===== config.mk =====
export PLATFORM = sky130hd
export DESIGN_NAME = sar_adc_ctrl
export DESIGN_NICKNAME = d
export VERILOG_FILES = /design/src/rtl/sar_adc_ctrl.sv
export SDC_FILE = /design/constraint.sdc
export NUM_CORES = 1
export LEC_CHECK = 0
export CORE_MARGIN = 10
export CORE_UTILIZATION = 50
export DETAILED_ROUTE_END_ITERATION = 10
export PLACE_DENSITY = 0.76
export SLEW_MARGIN = 10
export SYNTH_ARGS = -nofsm -noshare
export SYNTH_HDL_FRONTEND = slang
export SYNTH_SLANG_ARGS = --single-unit

===== constraint.sdc =====
create_clock -name clk -period 2.3 [get_ports clk]
set_input_delay 0.46 -clock clk [delete_from_list [all_inputs] [get_ports clk]]
set_output_delay 0.46 -clock clk [all_outputs]
set_load 0.02 [all_outputs]

===== src/rtl/sar_adc_ctrl.sv =====
// SAR ADC controller: binary search MSB first, one bit per SETTLE_CYCLES; result after WIDTH*SETTLE_CYCLES cycles.
// Result is held with result_valid until result_ready; start is only honoured in IDLE, so no new conversion runs while blocked.
module sar_adc_ctrl #(
    parameter int WIDTH         = 10,
    parameter int SETTLE_CYCLES = 2
) (
    input  logic             clk,
    input  logic             rst,
    input  logic             start,
    input  logic             comp_in,
    output logic [WIDTH-1:0] dac_code,
    output logic             busy,
    output logic [WIDTH-1:0] result,
    output logic             result_valid,
    input  logic             result_ready
);
    localparam int BW = (WIDTH > 1) ? $clog2(WIDTH) : 1;
    localparam int CW = (SETTLE_CYCLES > 1) ? $clog2(SETTLE_CYCLES) : 1;
    localparam logic [CW-1:0]    CNT_LAST = CW'(SETTLE_CYCLES - 1);
    localparam logic [BW-1:0]    IDX_MSB  = BW'(WIDTH - 1);
    localparam logic [WIDTH-1:0] CODE_MSB = WIDTH'(1) << (WIDTH - 1);

    typedef enum logic [1:0] {IDLE, CONV, DONE} state_t;

    state_t           state_q, state_d;
    logic [WIDTH-1:0] dac_code_q, dac_code_d;
    logic [WIDTH-1:0] result_q, result_d;
    logic             result_valid_q, result_valid_d;
    logic [BW-1:0]    bit_idx_q, bit_idx_d;
    logic [CW-1:0]    cnt_q, cnt_d;
    logic [WIDTH-1:0] trial;

    always_ff @(posedge clk) begin
        if (rst) begin
            state_q        <= IDLE;
            dac_code_q     <= '0;
            result_q       <= '0;
            result_valid_q <= 1'b0;
            bit_idx_q      <= '0;
            cnt_q          <= '0;
        end else begin
            state_q        <= state_d;
            dac_code_q     <= dac_code_d;
            result_q       <= result_d;
            result_valid_q <= result_valid_d;
            bit_idx_q      <= bit_idx_d;
            cnt_q          <= cnt_d;
        end
    end

    always_comb begin
        state_d        = state_q;
        dac_code_d     = dac_code_q;
        result_d       = result_q;
        result_valid_d = result_valid_q;
        bit_idx_d      = bit_idx_q;
        cnt_d          = cnt_q;
        trial          = dac_code_q;
        case (state_q)
            IDLE: begin
                dac_code_d = '0;
                if (start) begin
                    state_d    = CONV;
                    bit_idx_d  = IDX_MSB;
                    dac_code_d = CODE_MSB;
                    cnt_d      = '0;
                end
            end
            CONV: begin
                if (cnt_q != CNT_LAST) begin
                    cnt_d = cnt_q + 1'b1;
                end else begin
                    // Resolve the current bit and, in the same edge, raise the next trial bit.
                    if (!comp_in) begin
                        trial[bit_idx_q] = 1'b0;
                    end
                    cnt_d = '0;
                    if (bit_idx_q != '0) begin
                        trial[bit_idx_q - 1'b1] = 1'b1;
                        bit_idx_d               = bit_idx_q - 1'b1;
                    end else begin
                        state_d        = DONE;
                        result_d       = trial;
                        result_valid_d = 1'b1;
                    end
                    dac_code_d = trial;
                end
            end
            DONE: begin
                if (result_valid_q && result_ready) begin
                    state_d        = IDLE;
                    result_valid_d = 1'b0;
                    dac_code_d     = '0;
                end
            end
            default: state_d = IDLE;
        endcase
    end

    assign dac_code     = dac_code_q;
    assign busy         = (state_q != IDLE);
    assign result       = result_q;
    assign result_valid = result_valid_q;
endmodule


==> flow_metrics.py <==
metrics = {
    "clock_tree": {
        "post_cts_buffers": 0,
        "holdBufCountCts": 0,
        "root_buffer": "clkbuf_4",
        "numCtsBuffers": 3,
        "clk_latency_ns": 0.33,
        "cts_max_level": 1,
        "cts_buffer_depth": 2,
        "clkTransAtPathRegs_ns": 0.16,
        "tritoncts": "done",
        "cts_sinks": 28,
    },
    "worst_setup_path": {
        "worstPathMaxFanout": 8,
        "worstPathArrival_ns": 2.21,
        "cp.required_ns": 2.55,
        "cp-end-kind": "register",
        "worst_setup_path_start_kind": "register",
        "critPathKind": "reg2reg",
    },
    "grt": {
        "overflow": 0,
        "antenna_found_initial": 0,
        "track_usage_pct": 14.6,
        "grt_max_degree": 19,
        "grt_pass1_wl_um": 6580,
        "grt_pass1_vias": 1364,
    },
    "placed_design": {
        "portBuffers": 26,
        "place_ws_ns": 0.266,
        "dp_hpwl_um": 3090,
        "postPlaceCellArea_um2": 1870,
        "place_congestion": 0.871,
    },
    "detailed_routing": {
        "drt_iter0_drc": 71,
        "ant_nets": 0,
        "wirelength_um": 3960,
        "drc": 0,
        "vias_per_cell": 5.67,
        "first_pass_iters": 4,
        "wl_per_cell_um": 15.7,
        "vias": 1428,
    },
    "power": {
        "vdd_ir_drop_max_uv": 372,
        "p_leak_uw": 0.000732,
        "p_per_area_nw_per_um2": 554,
        "power_uw": 1070,
    },
    "floorplanning": {
        "row_count": 20,
        "boundaryPins": 27,
        "die_height_um": 75.8,
        "core_area_um2": 3030,
        "die_area_um2": 5740,
        "die_w_um": 75.8,
        "start_util_pct": 51.4,
    },
    "yosys": {
        "ys_warn_count": 0,
        "syn_inst": 181,
        "syn_nets": 195,
        "yosysMostFrequentCell": "dfxtp_1",
        "synth.distinct_cells": 49,
        "yosysSeqAreaShare_pct": 36.0,
        "synth.avg_cell_area_um2": 8.60,
        "yosysTopAreaCellShare_pct": 36.0,
        "synth_commonest_cells": "28 x dfxtp_1, 27 x nand2_1, 16 x a21oi_1",
        "async_flop_share_pct": 0,
        "yosys.area.top_type": "dfxtp_1",
        "synth_edf_count": 0,
        "ys_ff_latch": 28,
        "yosys_most_used_dff": "dfxtp_1",
        "netlist_area_um2": 1560,
        "synth.area.top_cells": "dfxtp_1 36%, ha_1 7.2%, nand2_1 6.5%",
    },
    "sta": {
        "period_minus_slack_ns": 1.97,
        "setup_ws_ns": 0.334,
        "skew_ns": 0.00449,
        "rsz0062_at_grt": "false",
        "setup_viol": 0,
        "tightest_slew_ns": 0.547,
        "max_slew_margin_pct": 63.5,
        "fmax_mhz": 509,
        "slew_viol_final": 0,
        "final_hold_viol_count": 0,
        "fin_setup_tns_ns": 0,
        "finalCritPeriodShare_pct": 85.5,
        "worst_hold_slack_ns": 0.461,
    },
    "hold_path": {
        "hold_class": "reg2reg",
    },
    "finish": {
        "nNetsFinal": 223,
        "fillers": 272,
        "antenna_cells": 0,
        "seqCellArea_um2": 561,
        "area_growth_pct": 23.8,
        "design_area_um2": 1930,
        "multi_input_area_um2": 928,
        "layout-drive-gt1-share_pct": 8.65,
    },
    "job": {
        "maxCapViolCount": 0,
    },
    "outcome": {
        "run_status": "finished clean",
    },
}
-- path summary, 6_finish.rpt --
path | startpoint | endpoint | slack (ns) | cells after the start
min | result[6] | result[6] | 0.46 | 2
max | bit_idx_q[0] | state_q[0] | 0.33 | 6
max reg2reg | bit_idx_q[0] | state_q[0] | 0.33 | 6
min reg2reg | result[6] | result[6] | 0.46 | 2
-- worst max-delay path: stages, from the launching register on --
cell,delay [ns]
dfxtp_1,0.43
inv_1,0.14
ha_1,0.29
or3b_4,0.44
o21ai_2,0.19
a31oi_1,0.11
a311oi_1,0.29
-- per-stage QoR --
step           utilization, %  cells
2_1_floorplan               -    181
3_3_place_gp             61.8    248
3_5_place_dp             61.8    248
4_1_cts                  63.6    252
5_1_grt                  63.6    252
6_report                 63.6    252
-- logic make-up after synthesis --
kind of cell	share of synthesized area (%)
compound gates	25.2
xor+xnor	1.69
fa+ha+maj	7.23
buf+inv	4.34
flops	36.0
mux	0.643
simple gates	24.9
-- routing by layer --
metal | track usage, % | wire length [um] | vias up
met5 | 0 | 0 | -
met4 | 3.51 | 46 | 0
met3 | 2.47 | 260 | 6
met2 | 25.3 | 1940 | 49
met1 | 18.2 | 1710 | 665
li1 | - | - | 708
-- flip-flops by register name, indices dropped and copies added, names as in the netlist --
register / cells
cnt_q: 1
result_valid: 1
bit_idx_q: 4
dac_code: 10
result: 10
state_q: 2
-- cell type report --
cell class / instances / share of cell area (%)
Clock buffer: 3 / 1.17
Clock inverter: 1 / 1.56
Inverter: 8 / 1.56
Multi-Input combinational cell: 137 / 48.2
Sequential cell: 28 / 29.1
Tap cell: 44 / 2.86
Timing Repair Buffer: 31 / 15.6
-- repair_timing --
| action | in CTS | in global routing |
|---|---|---|
| gates resized for setup | 0 | 1 |
| endpoints found under the hold margin | 0 | 0 |
| endpoints found under the setup margin | 0 | 1 |
-- layout by cell type (no fill, tap or decap), types with 2 or more instances in the layout --
master / count
a31oi_1: 2
a32o_1: 3
o32ai_1: 2
clkdlybuf4s50_1: 25
o31ai_1: 2
nand2_1: 27
a21o_1: 6
nor2b_1: 4
o31a_1: 2
a21boi_0: 2
or3_1: 2
nor2_1: 7
ha_1: 9
dfxtp_1: 28
o21ai_1: 2
nand3_1: 7
xnor2_1: 3
clkbuf_4: 3
o211a_1: 2
buf_4: 5
a22o_1: 4
a311oi_1: 2
nor3_1: 5
nand2b_1: 3
a21oi_1: 16
nor3b_1: 3
inv_1: 8
-- where the power goes --
part           switching, uW  internal [uW]
logic                    123           91.7
registers               24.8            497
clock network            154            176
total                    302            765
(Power assumes the default switching activity.)
